<file path="src/rtl/guitar_pkg.sv">
// Shared definitions for the note judging logic.
//   NUM_LANES     : number of note lanes (green, red, yellow, blue, orange)
//   LANE_KEY      : USB HID keycode assigned to each lane, index = lane
//   judge_state_t : judging FSM states
//   lane_sel_t    : result of decoding a keycode into a lane
//   key_lane()    : keycode -> {valid, lane}; valid=0 for non-lane keys
package guitar_pkg;

    localparam int NUM_LANES = 5;

    localparam logic [7:0] LANE_KEY [NUM_LANES] = '{8'h04, 8'h16, 8'h07, 8'h09, 8'h0A};

    typedef enum logic [1:0] {
        IDLE,
        JUDGE,
        SCAN
    } judge_state_t;

    typedef struct packed {
        logic       valid;
        logic [2:0] lane;
    } lane_sel_t;

    function automatic lane_sel_t key_lane(input logic [7:0] kc);
        lane_sel_t r;
        r = '0;
        for (int i = 0; i < NUM_LANES; i++) begin
            if (kc == LANE_KEY[i]) begin
                r.valid = 1'b1;
                r.lane  = 3'(i);
            end
        end
        return r;
    endfunction

endpackage

</file>
<file path="src/rtl/frame_tick_sync.sv">
// Brings the VGA vertical sync into the Clk domain and turns its rising
// edge into a single-cycle tick.
//   Clk       in  : system clock
//   Reset_n   in  : async active-low reset
//   frame_clk in  : VGA_VS, asynchronous to Clk
//   tick      out : 1-cycle pulse, high 3 cycles after the frame_clk rise
module frame_tick_sync (
    input  logic Clk,
    input  logic Reset_n,
    input  logic frame_clk,
    output logic tick
);

    logic sync1;
    logic sync2;
    logic sync3;

    always_ff @(posedge Clk or negedge Reset_n) begin
        if (!Reset_n) begin
            sync1 <= 1'b0;
            sync2 <= 1'b0;
            sync3 <= 1'b0;
            tick  <= 1'b0;
        end else begin
            sync1 <= frame_clk;
            sync2 <= sync1;
            sync3 <= sync2;
            // Registered edge detect keeps tick glitch-free for the FSM.
            tick  <= sync2 & ~sync3;
        end
    end

endmodule

</file>
<file path="src/rtl/note_hit_judge.sv">
// Judges lane key presses against falling notes and scans for notes that
// slipped past the strike line once per frame.
//   Clk        in  : system clock
//   Reset_n    in  : async active-low reset
//   keycode    in  : USB HID keycode, 0 = no key
//   frame_clk  in  : VGA_VS (async), rising edge starts a per-frame scan
//   note_valid in  : per-lane note present
//   note_y     in  : per-lane note centre y
//   hit_pulse  out : 1-cycle pulse per lane, note struck in the window
//   miss_pulse out : 1-cycle pulse per lane, note passed unhit or bad press
//   score      out : saturating score
//   combo      out : saturating consecutive-hit count
//   busy       out : FSM is judging or scanning
module note_hit_judge
    import guitar_pkg::*;
#(
    parameter int HIT_Y      = 400,
    parameter int WINDOW     = 16,
    parameter int HIT_POINTS = 10,
    parameter int COMBO_MAX  = 99,
    parameter int SCORE_MAX  = 9999
) (
    input  logic                          Clk,
    input  logic                          Reset_n,
    input  logic [7:0]                    keycode,
    input  logic                          frame_clk,
    input  logic [NUM_LANES-1:0]          note_valid,
    input  logic [NUM_LANES-1:0][9:0]     note_y,
    output logic [NUM_LANES-1:0]          hit_pulse,
    output logic [NUM_LANES-1:0]          miss_pulse,
    output logic [13:0]                   score,
    output logic [6:0]                    combo,
    output logic                          busy
);

    localparam logic signed [10:0] HIT_Y_S  = 11'(HIT_Y);
    localparam logic signed [10:0] WINDOW_S = 11'(WINDOW);
    localparam logic [9:0]         Y_HI     = 10'(HIT_Y + WINDOW);
    localparam logic [9:0]         Y_LO     = 10'(HIT_Y - WINDOW);

    judge_state_t         state;
    logic [2:0]           lane;
    logic [7:0]           kc_q;
    logic                 pend_v;
    logic [2:0]           pend_lane;
    logic                 tick_pend;
    logic [NUM_LANES-1:0] judged;

    logic                 tick;
    lane_sel_t            key_sel;
    logic                 press;
    logic [NUM_LANES-1:0] in_window;
    logic [NUM_LANES-1:0] past_line;
    logic [NUM_LANES-1:0] rearm;
    logic [14:0]          score_sum;
    logic [13:0]          score_next;
    logic [6:0]           combo_next;

    frame_tick_sync u_tick (
        .Clk       (Clk),
        .Reset_n   (Reset_n),
        .frame_clk (frame_clk),
        .tick      (tick)
    );

    assign busy = (state != IDLE);

    // A press is the first cycle a lane key appears; holding it does nothing.
    always_comb begin
        key_sel = key_lane(keycode);
        press   = key_sel.valid && (kc_q != keycode);
    end

    always_comb begin : lane_eval
        logic signed [10:0] dy;
        logic signed [10:0] ady;
        dy        = '0;
        ady       = '0;
        in_window = '0;
        past_line = '0;
        rearm     = '0;
        for (int i = 0; i < NUM_LANES; i++) begin
            dy           = signed'({1'b0, note_y[i]}) - HIT_Y_S;
            ady          = dy[10] ? -dy : dy;
            in_window[i] = (ady <= WINDOW_S);
            past_line[i] = (note_y[i] > Y_HI);
            rearm[i]     = !note_valid[i] || (note_y[i] < Y_LO);
        end
    end

    // Hit reward includes the combo before this hit; 15-bit sum cannot wrap.
    always_comb begin
        score_sum  = 15'(score) + 15'(HIT_POINTS) + 15'(combo);
        score_next = (score_sum > 15'(SCORE_MAX)) ? 14'(SCORE_MAX) : score_sum[13:0];
        combo_next = (combo >= 7'(COMBO_MAX)) ? 7'(COMBO_MAX) : combo + 7'd1;
    end

    always_ff @(posedge Clk or negedge Reset_n) begin
        if (!Reset_n) begin
            state      <= IDLE;
            lane       <= '0;
            kc_q       <= '0;
            pend_v     <= 1'b0;
            pend_lane  <= '0;
            tick_pend  <= 1'b0;
            judged     <= '0;
            hit_pulse  <= '0;
            miss_pulse <= '0;
            score      <= '0;
            combo      <= '0;
        end else begin
            kc_q       <= keycode;
            hit_pulse  <= '0;
            miss_pulse <= '0;
            // Re-arm first; any set below is a later assignment and wins.
            judged     <= judged & ~rearm;

            // Single press slot: a newer press overwrites an unserved one.
            if (press) begin
                pend_v    <= 1'b1;
                pend_lane <= key_sel.lane;
            end else if (state == IDLE && pend_v) begin
                pend_v <= 1'b0;
            end

            case (state)
                IDLE: begin
                    if (pend_v) begin
                        state <= JUDGE;
                        lane  <= pend_lane;
                        if (tick) tick_pend <= 1'b1;
                    end else if (tick || tick_pend) begin
                        state     <= SCAN;
                        lane      <= '0;
                        tick_pend <= 1'b0;
                    end
                end
                JUDGE: begin
                    if (note_valid[lane] && !judged[lane] && in_window[lane]) begin
                        hit_pulse[lane] <= 1'b1;
                        judged[lane]    <= 1'b1;
                        combo           <= combo_next;
                        score           <= score_next;
                    end else begin
                        miss_pulse[lane] <= 1'b1;
                        combo            <= '0;
                    end
                    if (tick || tick_pend) begin
                        state     <= SCAN;
                        lane      <= '0;
                        tick_pend <= 1'b0;
                    end else begin
                        state <= IDLE;
                    end
                end
                SCAN: begin
                    // Ticks arriving here are dropped; frames are far longer than a scan.
                    if (note_valid[lane] && !judged[lane] && past_line[lane]) begin
                        miss_pulse[lane] <= 1'b1;
                        judged[lane]     <= 1'b1;
                        combo            <= '0;
                    end
                    if (lane == 3'(NUM_LANES - 1)) begin
                        state <= IDLE;
                    end else begin
                        lane <= lane + 3'd1;
                    end
                end
                default: state <= IDLE;
            endcase
        end
    end

endmodule

</file>
<file path="config.mk">
export PLATFORM = sky130hd
export DESIGN_NAME = note_hit_judge
export DESIGN_NICKNAME = d
export VERILOG_FILES = /design/src/rtl/guitar_pkg.sv /design/src/rtl/frame_tick_sync.sv /design/src/rtl/note_hit_judge.sv
export SDC_FILE = /design/constraint.sdc
export NUM_CORES = 1
export LEC_CHECK = 0
export BUFFER_PORTS_ARGS = -buffer_cell sky130_fd_sc_hd__buf_2
export CORE_MARGIN = 8
export CORE_UTILIZATION = 25
export DETAILED_ROUTE_END_ITERATION = 8
export SLEW_MARGIN = 5
export SYNTH_ARGS = -nofsm -noshare
export SYNTH_HDL_FRONTEND = slang
export SYNTH_SLANG_ARGS = --single-unit
</file>
<file path="constraint.sdc">
create_clock -name Clk -period 9.7 [get_ports Clk]
set_input_delay 1.94 -clock Clk [delete_from_list [all_inputs] [get_ports Clk]]
set_output_delay 1.94 -clock Clk [all_outputs]
set_load 0.03 [all_outputs]
</file>
# After elaboration in Yosys (flattened, before gate mapping)
# Index checks and enable logic that the tools add are counted.
# totals
ff_bits	58
in_bits	66
output_inout_bits	32
word_cells	144
# classes
addsub	14
bitwise	5
n_mux	48
reduce_logical	29
order_cmp	19
eq_ne	14
# ops
cell	count
$le A11 B6 Y1 const B	5
$mux W11	5
$neg A11 Y11	5
$sub A10 B9 Y11 const B	5
$gt A10 B9 Y1 const B	5
$lt A10 B9 Y1 const B	5
$mux W5	6
$mux W7	3
$mux W4	5
$pmux W5 S2	2
$eq A8 B3 Y1 const B	2
$eq A8 B4 Y1 const B	2
$add A14 B4 Y15 const B	1
$add A15 B7 Y15	1
$gt A15 B14 Y1 const B	1
$mux W14	1
$pmux W7 S2	1
$bmux W1 S3	4
$mux W1	10
$reduce_and A2 Y1	5
$mux W3	3
$pmux W3 S3	1
$eq A8 B5 Y1 const B	1
$mux W2	4
other kinds (25)	46

# Depth between registers and ports, before layout
# Gate-level depths: netlist of run 1.
# depth
depth_word	9
ltp_mapped	14
depth_no_buf	14

# Cells and area by module
# Synthesis of run 1 repeated with hierarchy kept, for this count alone.
# hier_totals
hier_cells	586
area_unflattened_um2	4963.5
# modules_own_cells
module	seq_area_each_um2	cells_per_inst	area_each_um2	instances
note_hit_judge	1351.3	581	4849.7	1
frame_tick_sync	100.1	5	113.9	1

# Worst setup path before layout of run 1
# No wires, ideal clock.
# synth_path
kind	input port to flip-flop
start	input note_y[34] (netlist bit)
end	register score[9]
slack_ns	5.502
required_ns	9.578
setup_ns	0.122
path_buffers	0
arrival_time_ns	4.076
stages	11
path_cell_list	inv_1 ha_1 nor2b_1 or4_1 o31a_1 o22ai_1 a31oi_1 o2bb2ai_2 nand4_4 nand2b_2 o22a_1
# synth_between
elab_chain_len	8
# synth_rtl
item	line_no	text
start: declaration	note_hit_judge.sv:28	input logic [NUM_LANES-1:0][9:0] note_y,
$sub A10 B9 Y11 (*)	note_hit_judge.sv:83	dy = signed'({1'b0, note_y[i]}) - HIT_Y_S;
$neg A11 Y11	note_hit_judge.sv:84	ady = dy[10] ? -dy : dy;
$mux W11 (*)	note_hit_judge.sv:84	
$le A11 B6 Y1 (*)	note_hit_judge.sv:85	in_window[i] = (ady <= WINDOW_S);
$bmux W1 S3 (*)	note_hit_judge.sv:139	if (note_valid[lane] && !judged[lane] && in_window[lane]) begin
$mux W1 (implied by the code) (*)	note_hit_judge.sv:139	
$logic_and A1 B1 Y1 (*)	note_hit_judge.sv:139	
$reduce_and A2 Y1 (no line) (*)	-	
end signal: assignment	note_hit_judge.sv:143	score <= score_next;
end: declaration	note_hit_judge.sv:31	output logic [13:0] score,
# Every way passes the cells marked *; elsewhere a longest branch is shown, timed or not. The select of a mux whose other input is x is not followed.
# A chain may end at the register's enable or synchronous reset.

# Final worst setup path of run 1
# Same ends and word-level chain as after synthesis.

==> results.md, run 1 <==
- Post-Syn Instances: 593
- Placed Instances: 947
- Via count: between 4,000 and 5,000
- DRC Markers: 0
- Root Driver: clkbuf_16
- Design Area, Final: 0.00604 mm²
- Worst hold-check path type: register to register
- Final Hold Vio Count: 0
- Commonest cells after routing, fill and taps aside: buf_2 (97), nand2_1 (65), dfrtp_1 (58), nor2_1 (42), inv_1 (41)
- Post-DR vias/cell: 4.90
- Outcome: complete, no violations
- Setup slack at placement: 4.73 ns
- Slew Viols, Final: 0
- WHS: 0.350 ns
- Arrival time worst endpoint: 4.80 ns
- CTS H-tree lvls: 3
- TritonRoute pass-1 iters: 5
- Synth warn: 0
- Hold EP: u_tick.sync2
- Leakage: ~2.8 nW
- Mean post-synth cell area: 8.47 µm²
- Worst vdd ir: 0.000112 V
- Distinct cells, synth: 93
- Placed inst area: 0.00577 mm²
- R2R depth: 14
- # resized after CTS: 0
- Design Power: 0.981 mW
- Core Util, Final: 0.303
- Most common cell after layout, fill and taps aside: buf_2
- Layout area overhead: 20.3%
- Clock latency on the worst-skew pair: 0.33 ns
- Largest net degree at the start of global routing: 59
- CTS tree: yes
- RR Startpoint: combo[1]
- HPWL Detailed: 10,700 µm
- Total grt overflow: 0
- Seq/Total Area, Yosys: 0.289
- Rel. slew slack: 0.484
- Main synth FF type: dfrtp_1
- Worst-Margin Slew: 0.775 ns
- Crit. End Element: register
- Routed wire length: ~14,000 µm
- Clock buffer count from CTS: 9
- Initial Util: 0.252
- Clock buffer depth: 2
- Required @ worst endpoint: 9.92 ns
- Hold_sp: u_tick.sync1
- FMAX: 218 MHz
- Chip width: 158 µm
- Final period utilization: 0.473
- CTS clock-pin slew for the worst setup and hold paths: 0.05 ns
- Worst Setup Start Kind: primary input
- Post-Syn Nets: 696
- Die area: around 0.025 mm²
- Die Ht: 158 µm
- GRT Util Overall: 0.109
- First-pass GRT wire length: 22,200 µm
- PwrDens: between 150 and 200 mW/mm²
- # setup viols final: 0
- Count of input and output buffers: 97
- MaxCap Viol Count: 0
- Proportion of layout cells with a drive suffix above 1: 0.221
- Unrepaired setup endpoints after global routing: false
- Number of global-route vias before repair: 4,479
- Post-DRT Antenna Nets: 0
- Initial antenna violation count: 0
- CP Class: primary input to register
- Fin crit period: 4.59 ns
- Wire length per cell: 14.2 µm
- Async SR Flop Fraction: 1.00
- Postcts setup bufs: 0
- FF-to-FF End: score[6]
- Antenna diode count: 0
- Non-filler cells, final: 963
- R2r setup slk: 5.95 ns
- Cell depth of the worst hold path: 0
- Skew final: 0.00532 ns
- Row cnt: 52
- Number of synthesized register bits: 58
- Post-Syn Area: 0.00502 mm²
- DRT iter0 DRCs: 255
- Crit Path Max Fanout: 25
- Cts hold-fix bufs: 0
- EDFF count, synth: 0
- Final #Nets: 791
- PnR worst setup slack: a little over 5 ns
- Sink Count: 58
- Setup tns final: 0 ns
- Placer Congestion: ~0.84
- Core area: 0.0200 mm²
- I/O Pins: 98
[per-layer routing]
metal / routed length [µm] / vias up / track usage
li1: - / 2379 / -
met1: 6430 / 2208 / 0.140
met2: 6230 / 120 / 0.176
met3: 971 / 8 / 0.0355
met4: 73 / 0 / 0.0227
met5: 0 / - / 0
[cells in the mapped netlist, types with 4 or more instances]
master / instances / share of area
dfrtp_1: 58 / 0.29
clkbuf_1: 5 / 0.0037
a31o_2: 5 / 0.0087
o21ai_0: 30 / 0.030
nand2b_1: 9 / 0.011
nor3_1: 18 / 0.018
or3_1: 5 / 0.0062
nor4_2: 4 / 0.010
nor2b_1: 10 / 0.012
mux2_2: 4 / 0.0090
nand2_1: 65 / 0.049
a21oi_1: 38 / 0.038
ha_1: 36 / 0.090
o31ai_1: 4 / 0.0060
nor2_1: 42 / 0.031
o22ai_1: 4 / 0.0050
xor2_1: 14 / 0.024
o21a_1: 4 / 0.0060
buf_2: 5 / 0.0050
xnor2_1: 19 / 0.033
nand3_1: 17 / 0.017
nor4_1: 7 / 0.0087
a22oi_1: 6 / 0.0090
a211oi_1: 7 / 0.010
inv_1: 41 / 0.031
a21o_1: 12 / 0.018
and3_1: 5 / 0.0062
o211ai_1: 11 / 0.016
a31oi_1: 12 / 0.015
[worst max path at each step]
| stage | from | endpoint | slack, ns |
|---|---|---|---|
| final | note_y[34] | score[9] | 5.11 |
| after detailed placement | note_y[34] | score[9] | 4.73 |
| after CTS | note_y[34] | score[9] | 5.08 |
| after global routing | note_y[34] | score[12] | 4.85 |
| after global placement | note_y[34] | score[9] | 4.78 |
| after floorplan | note_y[34] | score[9] | 5.50 |
[power by group]
group | internal, mW | switching [mW] | total (mW)
logic | 0.142 | 0.249 | 0.391
registers | 0.263 | 0.0365 | 0.300
clock network | 0.178 | 0.112 | 0.290
total | 0.583 | 0.397 | 0.981
[layout make-up]
| class | instances | area [µm²] |
|---|---|---|
| clock buffer | 11 | 243 |
| clock inverter | 5 | 30.0 |
| fill | 2129 | 13900 |
| inverter | 41 | 154 |
| multi-input combinational | 480 | 3340 |
| sequential | 58 | 1450 |
| tap | 270 | 338 |
| timing repair buffer | 98 | 493 |
[sequential cells by signal, indices dropped and copies added (netlist names)]
register and flops:
combo 7, hit_pulse 5, tick_pend 1, miss_pulse 5
judged 5, u_tick.sync2 1, u_tick.sync3 1, u_tick.tick 1
pend_v 1, score 14, kc_q 8, lane 3
u_tick.sync1 1, pend_lane 3, state 2
[worst max-delay path: stages]
cell       delay [ns]
buf_2            0.14
inv_1            0.10
ha_1             0.28
nor2b_1          0.18
or4_1            0.47
o31a_1           0.12
o22ai_1          0.15
a31oi_1          0.11
o2bb2ai_2        0.27
nand4_4          0.41
nand2b_2         0.39
o22a_1           0.22
[kinds of logic (layout without fill, tap and decap cells)]
group / Yosys count / in the layout / share of synthesized area
xor+xnor: 33 / 33 / 0.0575
compound gates: 189 / 189 / 0.270
mux: 7 / 7 / 0.0149
flops: 58 / 58 / 0.289
buf+inv: 55 / 155 / 0.0473
fa+ha+maj: 38 / 38 / 0.0956
simple gates: 213 / 213 / 0.226
Note: power is estimated with default switching activity, not from simulation.
==> inputs of run 2 (changes only) <==
==> constraint.sdc (replaced) <==
create_clock -name Clk -period 4.6 [get_ports Clk]
set_input_delay 0.92 -clock Clk [delete_from_list [all_inputs] [get_ports Clk]]
set_output_delay 0.92 -clock Clk [all_outputs]
set_load 0.03 [all_outputs]
==> run 2 against run 1 <==
  * Critical path depth grew 2
  * Die area is the same
  * Sequential share of layout area is essentially flat
  * Non-clock buffer count grew 1
  * Register-to-register slack lost 5.0 ns
  * Via count grew 1.0%
==> results.md, run 2 (synthesized netlist as in run 1, its figures left out) <==
- Stages on worst setup path: 14
- PnR worst setup slack: 0.941 ns
- Count of input and output buffers: between 90 and 100
- Outcome: complete, no violations
- Skew final: ~0.0066 ns
- Postcts setup bufs: 0
- Die Ht: about 160 µm
- CTS clock-pin slew for the worst setup and hold paths: about 0.050 ns
- # setup viols final: 0
- Worst vdd ir: 0.000160 V
- Crit path largest cell delay: 0.41 ns
- First-pass GRT wire length: 23,100 µm
- Sink Count: 58
- Max FFs per register: 14
- Net Sw Frac: 0.407
- Net Sw Power: 0.846 mW
- I/O Pins: 98
- RR Startpoint: combo[1]
- Chip width: roughly 160 µm
- DRC Markers: 0
- Non-filler cells, final: 964
- Row cnt: 52
- MaxCap Viol Count: 0
- DRT iter0 DRCs: 211
- TritonRoute pass-1 iters: 4
- Hold EP: u_tick.sync2
- Cts hold-fix bufs: 0
- CTS tree: yes
- Reg with most FFs: score
- Placer Congestion: between 0.8 and 0.9
- Required @ worst endpoint: 4.81 ns
- # resized after CTS: 0
- CTS H-tree lvls: 3
- Root Driver: clkbuf_16
- Placed Instances: 948
- Post-DR vias/cell: 4.94
- Post-DRT Antenna Nets: 0
- CP Class: register to register
- Hold_sp: u_tick.sync1
- Clock buffer depth: 2
- Clock latency on the worst-skew pair: approximately 0.32 ns
- Via count: 4,763
- Cell depth of the worst hold path: 0
- Initial Util: 0.252
- Arrival time worst endpoint: about 3.9 ns
- Commonest cells after routing, fill and taps aside: buf_2 (97), nand2_1 (65), dfrtp_1 (58), nor2_1 (42), inv_1 (41)
- R2R depth: 14
- FMAX: 273 MHz
- Worst Setup Start Kind: register
- Clock buffer count from CTS: 9
- HPWL Detailed: ~11,000 µm
- Die area: 0.0249 mm²
- Rel. slew slack: 0.556
- Setup tns final: 0 ns
- Worst hold-check path type: register to register
- Slew Viols, Final: 0
- Internal power: between 1 and 1.5 mW
- Clock network power share: 0.297
- Crit path max-delay family: compound AO/OA/AOI/OAI gates
- Most common cell after layout, fill and taps aside: buf_2
- Combinational power share: 0.400
- R2r setup slk: 0.94 ns
- Core area: 0.0200 mm²
- GRT Util Overall: 0.113
- PwrDens: ~340 mW/mm²
- Routed wire length: roughly 14,000 µm
- Antenna diode count: 0
- Largest regs: score: 14 flops, kc_q: 8 flops, combo: 7 flops
- CP bufs+invs: 2
- Largest net degree at the start of global routing: 35
- Worst-Margin Slew: 0.660 ns
- Unrepaired setup endpoints after global routing: false
- Crit. End Element: register
- Proportion of layout cells with a drive suffix above 1: 0.222
- FF-to-FF End: score[6]
- Slowest-stage cell, CP: dfrtp_1
- Number of global-route vias before repair: about 4,700
- Layout area overhead: 20.4%
- Setup slack at placement: 0.956 ns
- Wire length per cell: 14.5 µm
- Crit-path cells: inv_1 > ha_1 > inv_1 > ha_1 > fa_1 > a211o_2 > a2111o_1 > o311ai_2 > a2111oi_1 > o31a_1 > o41ai_2 > a21o_2 > nor2_4 > a32o_1
- Final #Nets: 792
- Leakage: about 2.8 nW
- Crit Path Max Fanout: 7
- Final Hold Vio Count: 0
- Final period utilization: 0.795
- Share of power burned in registers: 0.303
- Total grt overflow: 0
- Fin crit period: between 3 and 4 ns
- Initial antenna violation count: 0
==> run 2: cell types whose count changed in the layout (fill, tap and decap cells not counted), sizes merged <==
| cell | previous run | this run |
|---|---|---|
| buf | 98 | 99 |
==> run 2: how the worst max path moves through the flow <==
stage,end,from,slack [ns]
5_1_grt,score[11],combo[1],0.72
3_3_place_gp,miss_pulse[4],note_y[24],0.97
4_1_cts,score[6],combo[1],0.95
3_5_place_dp,score[11],combo[1],0.96
6_report,score[6],combo[1],0.94
2_1_floorplan,score[6],combo[1],1.01
==> run 2: power by group through the flow <==
| stage | Sequential, mW | Clock [mW] | Combinational (mW) |
|---|---|---|---|
| after floorplan | 0.631 | 0 | 0.588 |
| after global placement | 0.638 | 0 | 0.828 |
| after detailed placement | 0.638 | 0 | 0.829 |
| after CTS | 0.629 | 0.636 | 0.836 |
| after global routing | 0.643 | 0.656 | 0.943 |
| final | 0.630 | 0.616 | 0.831 |
==> run 2: layer usage <==
metal	GRT usage	up-vias	part of all wire
li1	-	2384	-
met1	0.147	2249	0.47
met2	0.182	120	0.45
met3	0.0319	10	0.070
met4	0.0240	0	0.0082
met5	0	-	0
==> run 2: cell type report <==
type                            instances  area [µm²]
Multi-Input combinational cell        480        3340
Fill cell                            2135       13900
Clock inverter                          5        30.0
Tap cell                              270         338
Timing Repair Buffer                   99         500
Clock buffer                           11         243
Inverter                               41         154
Sequential cell                        58        1450
==> run 2: through the flow <==
step	power [mW]	instance area, µm²	utilization	hold slack [ns]
after global routing	2.24	6050	0.303	0.366
final	2.08	6050	0.303	0.355
after floorplan	1.22	5020	-	0.331
after CTS	2.10	6050	0.303	0.354
after detailed placement	1.47	5780	0.289	0.342
after global placement	1.47	5780	0.289	0.333
==> run 2: worst register-to-register path: cells and delay by family, from the launching register on <==
family	cells	cell delay [ns]
buffers and inverters	2	0.11
DFF	1	0.41
adders and majority gates	3	0.89
and+or+nand+nor	1	0.06
AOI/OAI and AO/OA	8	2.08
==> inputs of run 3 (changes only) <==
==> constraint.sdc (replaced) <==
create_clock -name Clk -period 2.9 [get_ports Clk]
set_input_delay 0.58 -clock Clk [delete_from_list [all_inputs] [get_ports Clk]]
set_output_delay 0.58 -clock Clk [all_outputs]
set_load 0.03 [all_outputs]
==> run 3 against run 2 <==
  * The flow now finishes with violations (setup timing)
  * Die area is the same
  * Critical path type unchanged
  * Largest cell class unchanged
  * Sequential cell count is the same
  * Cell area grew 19%
  * Sequential power grew 50%
  * First-iteration DRC count shrank 14%
  * Critical endpoint is now score[8]
  * Total power grew 80%
  * Critical path depth grew 2
  * Fmax grew 9.1%
==> results.md, run 3 (synthesized netlist as in run 1, its figures left out) <==
- Crit-path cells: inv_2 > ha_4 > inv_2 > ha_4 > fa_2 > a211o_4 > buf_6 > a21o_1 > a311o_2 > o211ai_1 > o31a_1 > and3b_2 > a21o_4 > buf_6 > o21bai_1 > a2bb2oi_1
- Die area: 0.0249 mm²
- I/O Pins: a little under 100
- CTS clock-pin slew for the worst setup and hold paths: 0.06 ns
- CP Class: register to register
- Reg with most FFs: score
- Crit Path Max Fanout: 5
- DRC Markers: 0
- Total grt overflow: 0
- Required @ worst endpoint: 3.12 ns
- Row cnt: 52
- Fin crit period: 3.35 ns
- Leakage: 3.44 nW
- Cts hold-fix bufs: 0
- Slowest-stage cell, CP: dfrtp_2
- Worst vdd ir: 0.000290 V
- Placer Congestion: 0.866
- Root Driver: clkbuf_16
- Core Util, Final: 0.360
- Routed wire length: approximately 15,000 µm
- Die Ht: ~160 µm
- Worst-Margin Slew: 0.756 ns
- End of the critical path: score[8]
- # setup viols final: 13
- Commonest cells after routing, fill and taps aside: buf_4 (123), buf_2 (97), nand2_1 (65), dfrtp_1 (51), nor2_1 (40)
- Skew final: 0.00938 ns
- Most common cell after layout, fill and taps aside: buf_4
- Chip width: between 150 and 200 µm
- FF-to-FF End: score[8]
- Largest net degree at the start of global routing: 59
- Crit path max-delay family: compound AO/OA/AOI/OAI gates
- Largest regs: score: 14 flops, kc_q: 8 flops, combo: 7 flops
- Initial Util: 0.252
- Number of global-route vias before repair: 5,327
- Final Hold Vio Count: 0
- Crit path largest cell delay: between 0.3 and 0.4 ns
- HPWL Detailed: 11,900 µm
- Crit. End Element: register
- Sink Count: 58
- CTS H-tree lvls: 3
- Outcome: complete, but fails checks
- Arrival time worst endpoint: 3.57 ns
- Count of input and output buffers: 97
- TritonRoute pass-1 iters: 4
- Antenna diode count: 0
- Worst hold-check path type: primary input to register
- Final #Nets: 917
- Post-DRT Antenna Nets: 0
- PwrDens: 520 mW/mm²
- R2R depth: 16
- FMAX: roughly 300 MHz
- Stages on worst setup path: 16
- Layout area overhead: 43.1%
- Core area: 0.0200 mm²
- Worst Setup Start Kind: register
- Slew Viols, Final: 0
- RR Startpoint: combo[1]
- Failing checks: setup timing
- Max FFs per register: 14
- GRT Util Overall: 0.122
- Via count: 5,181
- DRT iter0 DRCs: 181
- Crit path from: combo[1]
- Clock latency on the worst-skew pair: 0.34 ns
- Proportion of layout cells with a drive suffix above 1: 0.373
- Final period utilization: 1.16
- WHS: 0.356 ns
- Post-DR vias/cell: about 4.8
- Wire length per cell: 13.8 µm
- R2r setup slk: -0.45 ns
- PnR worst setup slack: -0.454 ns
- MaxCap Viol Count: 0
- Clock buffer count from CTS: 9
- Cell depth of the worst hold path: 1
- First-pass GRT wire length: 24,900 µm
- CP bufs+invs: 4
- Clock buffer depth: 2
- Unrepaired setup endpoints after global routing: true
- Initial antenna violation count: 0
- Rel. slew slack: 0.496
- CTS tree: yes
[run 3: worst min-delay path by stage]
stage / start / end
CTS: frame_clk / u_tick.sync1
finish: frame_clk / u_tick.sync1
floorplan: Reset_n / combo[0]
global placement: u_tick.sync1 / u_tick.sync2
detailed placement: u_tick.sync1 / u_tick.sync2
global route: frame_clk / u_tick.sync1
[run 3: metrics by stage]
stage,total power [mW],setup TNS [ns],setup slack [ns],cells,area [µm²]
after floorplan,1.96,-5.01,-0.507,593,5070
after global placement,2.61,-6.67,-0.426,1068,6720
after detailed placement,2.63,-7.59,-0.513,1068,6720
after CTS,3.68,-5.18,-0.445,1087,7100
after global routing,4.01,-6.87,-0.570,1088,7190
final,3.74,-5.28,-0.454,1088,7190
[run 3: timing repair]
action / 4_1_cts / 5_1_grt
pin swaps: 8 / 4
endpoints found under the setup margin: 13 / 20
buffers inserted: 4 / 0
endpoints found under the hold margin: 0 / 0
gates resized for setup: 15 / 14
cloned: 0 / 1
[run 3: where the power goes]
group	internal, mW	switching, mW	total, mW
combinational	0.772	1.04	1.81
sequential	0.884	0.0624	0.946
clock	0.614	0.366	0.980
[run 3: layout make-up]
type	count	area [µm²]
clock buffer	12	256
clock inverter	3	15.0
fill	2080	12800
inverter	41	154
multi-input combinational	481	3530
sequential	58	1460
tap	270	338
timing repair buffer	223	1440
[run 3: metal layers]
metal | wire (µm) | global-route usage | share of wire | vias to the layer above
met4 | 193 | 0.0363 | 0.013 | 0
li1 | - | - | - | 2643
met5 | 0 | 0 | 0 | -
met1 | 6910 | 0.149 | 0.46 | 2432
met3 | 767 | 0.0289 | 0.051 | 15
met2 | 7160 | 0.208 | 0.48 | 91
